### src/rtl/mem_pkg.sv
// Shared SPI memory package: command opcodes, bus widths, the mem_write
// phase enum and the WRITE frame builder. The fetch unit imports this too.
// Optional build macro: MEM_WRITE_WREN_EN adds the WREN/GAP phases.
package mem_pkg;

    localparam int ADDR_W  = 24;
    localparam int DATA_W  = 32;
    localparam int FRAME_W = 8 + ADDR_W + DATA_W;

    localparam logic [7:0] CMD_READ  = 8'h03;
    localparam logic [7:0] CMD_WRITE = 8'h02;
    localparam logic [7:0] CMD_WREN  = 8'h06;

    typedef enum logic [2:0] {
        ST_IDLE,
        ST_SHIFT,
        ST_END,
        ST_DONE
`ifdef MEM_WRITE_WREN_EN
        ,
        ST_WREN,
        ST_GAP
`endif
    } mem_write_state_t;

    // Memory is little-endian: the byte at the address is data[7:0], so the
    // data word goes out lowest byte first after the opcode and address.
    function automatic logic [FRAME_W-1:0] write_frame(
        input logic [ADDR_W-1:0] addr,
        input logic [DATA_W-1:0] data
    );
        return {CMD_WRITE, addr, data[7:0], data[15:8], data[23:16], data[31:24]};
    endfunction

endpackage

### src/rtl/spi_tx_shifter.sv
// SPI mode-0 transmit shifter: parallel load, MSB-first shift, sclk toggle
// at clk/2, bit counter and a last-bit flag that fires on the final falling
// edge so the owning FSM can change phase on that same clock edge.
module spi_tx_shifter
    import mem_pkg::*;
(
    input  logic               clk,
    input  logic               rst_n,
    input  logic               load,
    input  logic [FRAME_W-1:0] load_data,
    input  logic [5:0]         load_cnt,
    input  logic               clear_mosi,
    output logic               sclk,
    output logic               mosi,
    output logic               last_bit
);

    logic [FRAME_W-1:0] shift_reg;
    logic [5:0]         bit_cnt_reg;
    logic               run_reg;
    logic               sclk_reg;
    logic               mosi_reg;

    assign sclk     = sclk_reg;
    assign mosi     = mosi_reg;
    assign last_bit = run_reg & sclk_reg & (bit_cnt_reg == 6'd0);

    // Load presents bit 63 immediately; afterwards mosi only moves on the
    // falling sclk edge so the slave always samples a settled bit.
    always_ff @(posedge clk) begin
        if (!rst_n) begin
            shift_reg   <= '0;
            bit_cnt_reg <= 6'd0;
            run_reg     <= 1'b0;
            sclk_reg    <= 1'b0;
            mosi_reg    <= 1'b0;
        end else if (load) begin
            shift_reg   <= load_data;
            mosi_reg    <= load_data[FRAME_W-1];
            sclk_reg    <= 1'b0;
            bit_cnt_reg <= load_cnt;
            run_reg     <= 1'b1;
        end else if (run_reg) begin
            if (!sclk_reg) begin
                sclk_reg <= 1'b1;
            end else begin
                sclk_reg <= 1'b0;
                if (bit_cnt_reg == 6'd0) begin
                    run_reg <= 1'b0;
                end else begin
                    shift_reg   <= {shift_reg[FRAME_W-2:0], 1'b0};
                    mosi_reg    <= shift_reg[FRAME_W-2];
                    bit_cnt_reg <= bit_cnt_reg - 6'd1;
                end
            end
        end else if (clear_mosi) begin
            mosi_reg <= 1'b0;
        end
    end

endmodule

### src/rtl/mem_write.sv
// SPI memory writer: latches a 24-bit address and 32-bit word on a start
// request, sends one WRITE (0x02) frame, then holds write_done until the
// requester drops start_write.
// Build macro MEM_WRITE_WREN_EN: precede the WRITE frame with a WREN (0x06)
// command and a two-cycle cs-high gap, as needed by SPI flash parts.
module mem_write
    import mem_pkg::*;
(
    input  logic              clk,
    input  logic              rst_n,
    input  logic [ADDR_W-1:0] target_address,
    input  logic [DATA_W-1:0] write_data,
    input  logic              start_write,
    output logic              write_done,
    output logic              sclk,
    output logic              mosi,
    output logic              cs
);

    mem_write_state_t   state_reg;
    logic               cs_reg;
    logic               done_reg;
    logic               shift_load;
    logic [FRAME_W-1:0] shift_data;
    logic [5:0]         shift_cnt;
    logic               clear_mosi;
    logic               last_bit;
`ifdef MEM_WRITE_WREN_EN
    logic [1:0]         gap_cnt_reg;
    logic [FRAME_W-1:0] frame_reg;
`endif

    assign cs         = cs_reg;
    assign write_done = done_reg;
    assign clear_mosi = (state_reg == ST_END);

    // Choose what the shifter loads and when: the command/data frame at
    // launch, and in the WREN build the held WRITE frame after the gap.
    always_comb begin
        shift_load = 1'b0;
        shift_data = write_frame(target_address, write_data);
        shift_cnt  = 6'd63;
        case (state_reg)
            ST_IDLE: begin
                if (start_write && !done_reg) begin
                    shift_load = 1'b1;
`ifdef MEM_WRITE_WREN_EN
                    shift_data = {CMD_WREN, {(FRAME_W-8){1'b0}}};
                    shift_cnt  = 6'd7;
`endif
                end
            end
`ifdef MEM_WRITE_WREN_EN
            ST_GAP: begin
                shift_data = frame_reg;
                if (gap_cnt_reg == 2'd2) begin
                    shift_load = 1'b1;
                end
            end
`endif
            default: ;
        endcase
    end

    spi_tx_shifter u_shifter (
        .clk        (clk),
        .rst_n      (rst_n),
        .load       (shift_load),
        .load_data  (shift_data),
        .load_cnt   (shift_cnt),
        .clear_mosi (clear_mosi),
        .sclk       (sclk),
        .mosi       (mosi),
        .last_bit   (last_bit)
    );

    // Phase FSM: owns chip select and the level start/done handshake.
    always_ff @(posedge clk) begin
        if (!rst_n) begin
            state_reg   <= ST_IDLE;
            cs_reg      <= 1'b1;
            done_reg    <= 1'b0;
`ifdef MEM_WRITE_WREN_EN
            gap_cnt_reg <= 2'd0;
            frame_reg   <= '0;
`endif
        end else begin
            case (state_reg)
                ST_IDLE: begin
                    if (start_write && !done_reg) begin
                        cs_reg <= 1'b0;
`ifdef MEM_WRITE_WREN_EN
                        frame_reg <= write_frame(target_address, write_data);
                        state_reg <= ST_WREN;
`else
                        state_reg <= ST_SHIFT;
`endif
                    end
                end
`ifdef MEM_WRITE_WREN_EN
                ST_WREN: begin
                    if (last_bit) begin
                        state_reg <= ST_GAP;
                    end
                end
                ST_GAP: begin
                    if (gap_cnt_reg == 2'd2) begin
                        gap_cnt_reg <= 2'd0;
                        cs_reg      <= 1'b0;
                        state_reg   <= ST_SHIFT;
                    end else begin
                        gap_cnt_reg <= gap_cnt_reg + 2'd1;
                        cs_reg      <= 1'b1;
                    end
                end
`endif
                ST_SHIFT: begin
                    if (last_bit) begin
                        state_reg <= ST_END;
                    end
                end
                ST_END: begin
                    cs_reg    <= 1'b1;
                    done_reg  <= 1'b1;
                    state_reg <= ST_DONE;
                end
                ST_DONE: begin
                    if (!start_write) begin
                        done_reg  <= 1'b0;
                        state_reg <= ST_IDLE;
                    end
                end
                default: begin
                    state_reg <= ST_IDLE;
                end
            endcase
        end
    end

endmodule
### config.mk
export PLATFORM = sky130hd
export DESIGN_NAME = mem_write
export DESIGN_NICKNAME = d
export VERILOG_FILES = /design/src/rtl/mem_pkg.sv /design/src/rtl/spi_tx_shifter.sv /design/src/rtl/mem_write.sv
export SDC_FILE = /design/constraint.sdc
export NUM_CORES = 1
export LEC_CHECK = 0
export BUFFER_PORTS_ARGS = -buffer_cell sky130_fd_sc_hd__buf_2
export CORE_MARGIN = 2
export CORE_UTILIZATION = 45
export CTS_BUF_LIST = sky130_fd_sc_hd__clkbuf_16
export CTS_CLUSTER_DIAMETER = 80
export DETAILED_ROUTE_END_ITERATION = 16
export MAX_ROUTING_LAYER = met4
export PLACE_DENSITY = 0.74
export SETUP_SLACK_MARGIN = 0.2
export SLEW_MARGIN = 20
export SYNTH_ARGS = -nofsm -noshare
export SYNTH_HDL_FRONTEND = slang
export SYNTH_SLANG_ARGS = --single-unit
export TNS_END_PERCENT = 5
### constraint.sdc
create_clock -name clk -period 2.76 [get_ports clk]
set_input_delay 0.414 -clock clk [delete_from_list [all_inputs] [get_ports clk]]
set_output_delay 0.414 -clock clk [all_outputs]
set_load 0.1 [all_outputs]
# ---- Word level (Yosys, flattened, before mapping)
# Cells that the tools add are included.
dict set report totals {
  mem_bits_ro 0
  n_memories 0
  input_bits 59
  ramBits 0
  output_inout_bits 4
  latchBits 0
  register_bits 77
}
dict set report classes {
  order_cmp 0
  n_div 0
  add_sub_neg 1
  shift 0
  reduce_logical 16
  n_mul 0
  bitwise 4
  mux 27
  eq_ne 9
}
# op count
set op_table {}
lappend op_table {{two-way mux 58 bit} 4}
lappend op_table {{two-way mux 6 bit} 4}
lappend op_table {{two-way mux 1 bit} 13}
lappend op_table {{inequality test 2 bit (second input constant)} 6}
lappend op_table {{one-hot mux 3 bit (4 select lines)} 1}
lappend op_table {{AND reduction 3 bit} 4}
lappend op_table {{nonzero test 2 bit} 5}
lappend op_table {{two-way mux 3 bit} 3}
lappend op_table {{equality test 3 x 2 -> 1 bit (second input constant)} 2}
lappend op_table {{logical NOT 6 bit} 1}
lappend op_table {{subtractor 6 x 1 -> 6 bit (second input constant)} 1}
lappend op_table {{one-hot mux 1 bit (2 select lines)} 2}
lappend op_table {{AND reduction 2 bit} 2}
lappend op_table {{equality test 3 x 1 -> 1 bit (second input constant)} 1}
lappend op_table {{logical NOT 3 bit} 1}
lappend op_table {{AND 1 bit} 2}
lappend op_table {{NOT 1 bit} 2}
lappend op_table {{OR reduction 2 bit} 1}
lappend op_table {{logical AND 1 bit} 1}
lappend op_table {{logical NOT 1 bit} 1}

# ---- Longest topological paths before layout
# Gate-level depths: netlist of the first run.
dict set report logic_depth {
  depth_word 6
  ltp_mapped 9
  mapped_depth_nobuf 6
}

# ---- Hierarchy
# Synthesis of the first run repeated with hierarchy kept, for this count alone.
dict set report unflattened {
  hier_cells 445
  hier_area_um2 3422.0
}
# mod area_each_um2 cells_each instances
set modules_own_cells {}
lappend modules_own_cells {spi_tx_shifter 3151.8 415 1}
lappend modules_own_cells {mem_write 270.3 30 1}

# ---- Least setup slack after synthesis of the first run
# Ideal clock, no wire load.
dict set report synth_timing {
  path_kind {reg2reg}
  startpoint {register done_reg (netlist: write_done)}
  endpoint {register u_shifter.shift_reg[14]}
  path_stages_with_launch 8
  period_less_slack_ps 2147
  required_ps 2635
  slack_ps 613
  path_buffers 3
  arrival_ps 2022
  setup_ps 125
  cell_sequence {dfxtp_1 > and3b_1 > clkbuf_1 > and2_1 > buf_2 > clkbuf_1 > nand2_1 > o21ai_2}
}
dict set report synth_between {
  elab_chain_cells 6
  elab_cells_between_ends 9
  classes_between {eq/ne: 1; mux: 3; reduce/logical: 5}
}
# element line_no
set synth_rtl {}
lappend synth_rtl {{start: declaration} mem_write.sv:22} ;# logic done_reg;
lappend synth_rtl {{start signal: assignment} mem_write.sv:82} ;# done_reg <= 1'b0;
lappend synth_rtl {{start signal: assignment} mem_write.sv:124} ;# done_reg <= 1'b1;
lappend synth_rtl {{start signal: assignment} mem_write.sv:129} ;# done_reg <= 1'b0;
lappend synth_rtl {{logical NOT 1 bit (*)} mem_write.sv:45} ;# if (start_write && !done_reg) begin
lappend synth_rtl {{logical AND 1 bit (*)} mem_write.sv:45}
lappend synth_rtl {{two-way mux 1 bit (*)} mem_write.sv:45}
lappend synth_rtl {{two-way mux 1 bit (*)} mem_write.sv:43} ;# case (state_reg)
lappend synth_rtl {{inequality test 2 bit (no source line) / nonzero test 2 bit (equally long branches)} -}
lappend synth_rtl {{AND reduction 3 bit (no source line)} -}
lappend synth_rtl {{end signal: assignment} spi_tx_shifter.sv:38} ;# shift_reg <= load_data;
lappend synth_rtl {{end signal: assignment} spi_tx_shifter.sv:51} ;# shift_reg <= {shift_reg[FRAME_W-2:0], 1'b0};
lappend synth_rtl {{end: declaration} spi_tx_shifter.sv:18} ;# logic [FRAME_W-1:0] shift_reg;
# Every way passes the cells marked *; elsewhere a longest branch is shown, timed or not.
# A chain may end at the register's enable or synchronous reset.

# ---- Worst setup path in the final report of the first run
dict set report layout_timing {
  startpoint {register state_reg[0]}
  endpoint {register u_shifter.shift_reg[19]}
}
dict set report layout_between {
  elab_chain_cells 4
  elab_cells_between_ends 7
  classes_between {eq/ne: 1; mux: 2; reduce/logical: 4}
}
# element line_no
set layout_rtl {}
lappend layout_rtl {{start: declaration} mem_write.sv:20} ;# mem_write_state_t state_reg;
lappend layout_rtl {{start signal: assignment} mem_write.sv:80} ;# state_reg <= ST_IDLE;
lappend layout_rtl {{start signal: assignment} mem_write.sv:96} ;# state_reg <= ST_SHIFT;
lappend layout_rtl {{start signal: assignment} mem_write.sv:119} ;# state_reg <= ST_END;
lappend layout_rtl {{logical NOT 3 bit (*)} mem_write.sv:43}
lappend layout_rtl {{two-way mux 1 bit (*)} mem_write.sv:43}
lappend layout_rtl {{inequality test 2 bit (no source line) / nonzero test 2 bit (equally long branches)} -}
lappend layout_rtl {{AND reduction 3 bit (no source line)} -}
# Marks and branches as above.

==> results.py, run 1 <==
metrics = {
    "run_status": {
        "status": "completed",
    },
    "die": {
        "die_x_um": 89.84,
        "dieArea_sq_um": 8071,
        "io_pins": 63,
        "die_h_um": 89.84,
        "core_sq_um": 7176,
        "row_count": 31,
        "start_util_pct": 46.21,
    },
    "route": {
        "via_count": 2515,
        "drcViolationCount": 0,
        "firstDrtPassIters": 4,
        "drt_iter0_markers": 119,
        "wl_mm": 6.105,
        "wl_per_cell_um": 12.02,
        "viasPerCell": 4.951,
        "antenna_left": 0,
    },
    "sta": {
        "worst_pin_slew_ns": 0.6145,
        "finalCritPeriodShare_pct": 68.81,
        "max_freq_mhz": 526.5,
        "report.final.setup_viol": 0,
        "fin_worst_skew_ns": 0.005608,
        "slew_headroom_pct": 59.03,
        "rsz0062_at_grt": "no",
        "fin_tns_setup_ns": 0,
        "maxSlewViolCount": 0,
        "period_minus_slack_ns": 1.899,
        "finalHoldViolations": 0,
    },
    "cells_and_area": {
        "seq_area_sq_um": 1521,
        "nNetsFinal": 469,
        "final_area_sq_um": 3914,
        "fill_cells": 658,
        "largest_reg_flops": 63,
        "multi_input_area_sq_um": 1570,
        "final_util_pct": 54.54,
        "area_delta_synth_final_pct": 18.04,
        "drive_above_1_share_pct": 21.03,
        "antennaDiodeCount": 0,
    },
    "global_routing": {
        "grt_overflow_total": 0,
        "grt_use_total_pct": 16.53,
        "grt_pass1_vias": 2449,
        "antenna_found_initial": 0,
        "grt_max_degree": 64,
        "grt_pass1_wl_mm": 10.67,
    },
    "placed_design": {
        "dp_hpwl_mm": 4.047,
        "numPortBuffers": 62,
        "place_area_sq_um": 3596,
        "gp_congestion": 0.8106,
    },
    "clocking": {
        "cts_setup_buffers": 0,
        "postCtsHoldBufs": 0,
        "cts_buffers": 9,
        "clk_pin_slew_ns": 0.06,
        "clock_sinks": 76,
        "cts_buffer_depth": 2,
        "cts_root_buffer": "clkbuf_16",
        "clk-insertion-delay-late_ns": 0.32,
        "post_cts_resize_count": 0,
        "tritoncts": "built",
        "htreeDepth": 3,
    },
    "setup_path": {
        "endpoint_kind": "flip-flop",
        "path_cells": "inv_1 -> ha_1 -> nand3b_1 -> nand2_2 -> buf_4 -> o21ai_0",
        "crit_fanout": 63,
        "max_stage_delay_ns": 0.50,
        "arrival_ns": 2.08,
        "path_class": "flip-flop to flip-flop",
        "cp-start-kind": "flip-flop",
        "crit_path_top_delay_cell": "buf_4",
        "critPathRequiredTime_ns": 2.94,
    },
    "synthesis": {
        "ys_ff_latch": 76,
        "yosysSeqAreaShare_pct": 45.89,
        "synth.avg_cell_area_sq_um": 9.420,
        "synthArstFlopShare_pct": 0,
        "synth.distinct_cells": 36,
        "synth_flop_cell": "dfxtp_1",
        "synth.largest_area_cell": "dfxtp_1",
        "synth_warnings": 0,
        "synthDominantCellAreaShare_pct": 45.89,
        "synth.area.top_cells": "dfxtp_1, mux2i_1, nand2_1, o21ai_1, buf_12",
        "synthesis.nets": 417,
        "netlist_instances": 352,
        "syn_area_sq_um": 3316,
        "synth-edff-count": 0,
    },
    "job": {
        "cap_viol_max_count": 0,
    },
    "power": {
        "power_mw": 3.708,
        "vdd_ir_drop_max_mv": 0.4311,
        "leakage_nw": 1.887,
        "powerDensity_nw_per_um2": 947.5,
    },
    "worst_hold_path": {
        "hold_path.class": "input pin to flip-flop",
    },
}
## cells in the mapped netlist (2+ instances only)
cell type,instances
o21ai_2,2
nor3_1,2
nand2_1,75
o31a_1,2
clkbuf_1,14
o31ai_1,2
a21oi_1,9
buf_6,2
mux2i_1,57
o21ai_0,8
xnor2_1,2
ha_1,6
or3_1,2
dfxtp_1,76
o21ai_1,49
inv_1,6
buf_2,2
and2_1,2
nor2_1,4
buf_12,6
nand3_1,4
o311a_1,2
nand2b_1,2
a21boi_0,4
## layout by cell type (no fill, tap or decap), types with 6 or more instances in the layout
cell / count
clkbuf_16: 9
inv_1: 7
buf_2: 62
dfxtp_1: 76
o21ai_0: 8
ha_1: 6
nand2_1: 74
mux2i_1: 57
a21oi_1: 9
o21ai_1: 49
## layout make-up
| cell class | instances | share of cell area (%) |
|---|---|---|
| clock buffer | 9 | 5.754 |
| clock inverter | 7 | 2.366 |
| inverter | 6 | 0.5754 |
| multi-input combinational | 246 | 40.12 |
| sequential | 76 | 38.87 |
| tap | 99 | 3.165 |
| timing repair buffer | 65 | 9.143 |
## metal layers
layer | global-route usage [%] | up-vias | wire length [um]
li1 | - | 1320 | -
met1 | 19.70 | 1140 | 2942
met2 | 26.89 | 49 | 2843
met3 | 3.018 | 6 | 232
met4 | 8.462 | 0 | 87
met5 | - | - | 0
## metrics by stage
| stage | worst slack (ns) | std cells | hold WS, ns |
|---|---|---|---|
| 5_1_grt | 0.6893 | 508 | 0.2946 |
| 2_1_floorplan | 0.6127 | 352 | 0.4275 |
| 3_5_place_dp | 0.8856 | 492 | 0.4498 |
| 6_report | 0.8607 | 508 | 0.2907 |
| 4_1_cts | 0.8495 | 508 | 0.2831 |
| 3_3_place_gp | 0.9177 | 492 | 0.4423 |
## worst max-delay path, delay by kind of cell (launching register included)
kind            cells  cell delay [ns]
buf+inv             2             0.59
flops               1             0.34
simple gates        2             0.42
fa+ha+maj           1             0.19
compound gates      1             0.18
## worst paths after layout
path	from	endpoint	slack, ns	cells past startpoint
worst min-delay path	write_data[14]	u_shifter.shift_reg[22]$_SDFFE_PN0P_	0.29	3
worst min register to register	u_shifter.shift_reg[58]$_SDFFE_PP0P_	u_shifter.shift_reg[59]$_SDFFE_PP0P_	0.45	2
worst max register to register	state_reg[0]$_SDFFE_PN0P_	u_shifter.shift_reg[19]$_SDFFE_PN0P_	0.86	6
worst max-delay path	state_reg[0]$_SDFFE_PN0P_	u_shifter.shift_reg[19]$_SDFFE_PN0P_	0.86	6
## kinds of logic after synthesis
kind of cell	count (synthesis)	share of synthesized area [%]
buffers and inverters	30	6.868
adders and majority gates	6	2.264
AOI/OAI and AO/OA	84	14.79
and+or+nand+nor	96	12.19
xor gates and xnor gates	3	0.7926
muxes	57	17.21
DFF	76	45.89
## report_power, final
group / internal [mW] / total (mW) / switching [mW] / leakage [nW]
logic: 0.379 / 0.969 / 0.590 / 1.11
clock network: 0.787 / 1.22 / 0.429 / 0.153
registers: 1.36 / 1.52 / 0.161 / 0.624
total: 2.53 / 3.71 / 1.18 / 1.89
Note: power is estimated with default switching activity, not from simulation.
==> run 2, diff against run 1 <==
--- a/config.mk
+++ b/config.mk
@@ -12,7 +12,7 @@
 export CTS_CLUSTER_DIAMETER = 80
 export DETAILED_ROUTE_END_ITERATION = 16
 export MAX_ROUTING_LAYER = met4
-export PLACE_DENSITY = 0.74
+export PLACE_DENSITY = 0.77
 export SETUP_SLACK_MARGIN = 0.2
 export SLEW_MARGIN = 20
 export SYNTH_ARGS = -nofsm -noshare
==> constraint.sdc (replaced) <==
create_clock -name clk -period 1.5 [get_ports clk]
set_input_delay 0.225 -clock clk [delete_from_list [all_inputs] [get_ports clk]]
set_output_delay 0.225 -clock clk [all_outputs]
set_load 0.1 [all_outputs]
==> run 2 against run 1 <==
Compared with the run above:
- the flow now finishes with violations (setup timing)
- total power is 86% higher
- count of clock-buffer cells in the layout is the same
- final area increased by 6.6%
- largest power group unchanged
- first-iteration DRC count is 23% lower
- register-to-register slack got worse by 1.0 ns
- die area is the same
- sequential cell count did not move
- global-route usage rose by 1.3 points
- core utilization is 3.6 points higher
- fmax is 15% higher
- non-clock buffer count rose by 23
- worst setup slack lost 1.0 ns
==> results.py, run 2 (synthesized netlist as in run 1, its figures left out) <==
metrics = {
    "global_routing": {
        "antenna_found_initial": 0,
        "grt_pass1_wl_mm": 11.67,
        "grt_overflow_total": 0,
        "grt_pass1_vias": 2637,
        "grt_use_total_pct": 17.83,
        "grt_max_degree": 53,
    },
    "route": {
        "via_count": 2637,
        "drcViolationCount": 0,
        "viasPerCell": 4.966,
        "wl_per_cell_um": 12.43,
        "drt_iter0_markers": 92,
        "firstDrtPassIters": 4,
        "wl_mm": 6.599,
        "antenna_left": 0,
    },
    "worst_hold_path": {
        "hold_path.class": "input pin to flip-flop",
    },
    "cells_and_area": {
        "nNetsFinal": 492,
        "largest_reg_flops": 63,
        "final_cell_mix": "nand2_1, dfxtp_1, buf_2",
        "area_delta_synth_final_pct": 25.81,
        "drive_above_1_share_pct": 27.78,
        "final_common_cell": "nand2_1",
        "final_util_pct": 58.13,
        "antennaDiodeCount": 0,
    },
    "setup_path": {
        "arrival_ns": 1.85,
        "path_cells": "or3_4 -> o21bai_4 -> buf_12 -> mux2i_1 -> o21ai_1",
        "cp-start-kind": "flip-flop",
        "crit_fanout": 27,
        "critPathRequiredTime_ns": 1.70,
        "endpoint_kind": "flip-flop",
        "crit_path_top_delay_cell": "or3_4",
        "path_class": "flip-flop to flip-flop",
        "max_stage_delay_ns": 0.42,
    },
    "die": {
        "core_sq_um": 7176,
        "row_count": 31,
        "dieArea_sq_um": 8071,
        "die_x_um": 89.84,
        "die_h_um": 89.84,
        "io_pins": 63,
        "start_util_pct": 46.21,
    },
    "run_status": {
        "status": "complete, but fails checks",
        "violations": "setup timing",
    },
    "power": {
        "vdd_ir_drop_max_mv": 1.331,
        "netSwitchingFraction_pct": 32.76,
        "cell_internal_pwr_mw": 4.649,
        "clkPwrFrac_pct": 27.0,
        "power.switching_mw": 2.265,
        "seq_power_share_pct": 40.2,
        "powerDensity_nw_per_um2": 1657,
        "power_mw": 6.913,
        "combPwrFrac_pct": 32.8,
        "leakage_nw": 2.031,
    },
    "clocking": {
        "cts_root_buffer": "clkbuf_16",
        "cts_buffers": 9,
        "cts_buffer_depth": 2,
        "clock_sinks": 76,
        "tritoncts": "built",
        "clk-insertion-delay-late_ns": 0.32,
        "htreeDepth": 3,
        "clk_pin_slew_ns": 0.05,
    },
    "sta": {
        "period_minus_slack_ns": 1.651,
        "hold_slack_ns": 0.09224,
        "slew_headroom_pct": 78.61,
        "final.setup.worst_slack_ns": -0.1513,
        "finalHoldViolations": 0,
        "finalCritPeriodShare_pct": 110.1,
        "max_freq_mhz": 605.6,
        "report.final.setup_viol": 61,
        "rsz0062_at_grt": "yes",
        "maxSlewViolCount": 0,
        "fin_worst_skew_ns": 0.002854,
        "worst_pin_slew_ns": 0.3195,
    },
    "placed_design": {
        "gp_congestion": 0.8920,
        "dp_hpwl_mm": 4.520,
        "numPortBuffers": 62,
        "place_ws_ns": -0.1766,
    },
    "job": {
        "cap_viol_max_count": 0,
    },
}
## run 2: cell types whose count changed in the layout (fill, tap and decap cells not counted), sizes merged
cell	delta
clkinvlp	-2
buf	+20
bufinv	-2
inv	+1
clkinv	+3
clkbuf	+3
## run 2: critical path, delay by kind of cell (launching register included)
family          cells  cell delay (ns)
simple gates        1             0.42
compound gates      2             0.34
flops               1             0.31
buf+inv             1             0.24
mux                 1             0.22
## run 2: repair_timing
item,in CTS,in global routing
endpoints found under the setup margin,77,77
hold buffers,0,0
cloned,1,1
setup buffers,1,0
resized for setup,7,9
pin swaps,4,10
## run 2: power groups by stage
stage	registers [mW]	logic, mW	clock network (mW)
after detailed placement	2.81	2.11	0
after global routing	2.84	2.52	2.00
after CTS	2.78	2.21	1.91
after floorplan	2.97	1.42	0
after global placement	2.79	2.05	0
final	2.78	2.27	1.87
## run 2: through the flow
stage / setup TNS, ns / std cells / cell area, sq um
detailed placement: -7.512 / 512 / 3796
floorplan: -3.657 / 352 / 3395
global placement: -5.543 / 512 / 3796
finish: -6.053 / 531 / 4172
CTS: -8.227 / 530 / 4126
global route: -10.96 / 531 / 4172
## run 2: metal layers
metal  up-vias  part of all wire (%)  GRT usage (%)
li1       1363                     -              -
met1      1213                    48          22.53
met2        57                    47          28.22
met3         4                   4.0          3.772
met4         0                  0.88          6.923
met5         -                     0              -
## run 2: cell type report
cell class                      instances  area (sq um)
Fill cell                             651          3004
Multi-Input combinational cell        246          1603
Sequential cell                        76          1531
Timing Repair Buffer                   88         631.9
Clock buffer                            9         225.2
Tap cell                               99         123.9
Clock inverter                          7         33.78
Inverter                                6         22.52
## run 2: final timing paths
path | slack (ns) | endpoint | cells after the start | startpoint
setup / recovery | -0.15 | u_shifter.shift_reg[5]$_SDFFE_PN0P_ | 5 | u_shifter.bit_cnt_reg[4]$_SDFFE_PN0P_
hold / removal | 0.09 | u_shifter.shift_reg[17]$_SDFFE_PN0P_ | 3 | write_data[9]
setup reg to reg | -0.15 | u_shifter.shift_reg[5]$_SDFFE_PN0P_ | 5 | u_shifter.bit_cnt_reg[4]$_SDFFE_PN0P_
hold reg to reg | 0.46 | u_shifter.shift_reg[62]$_SDFFE_PP0P_ | 2 | u_shifter.shift_reg[62]$_SDFFE_PP0P_
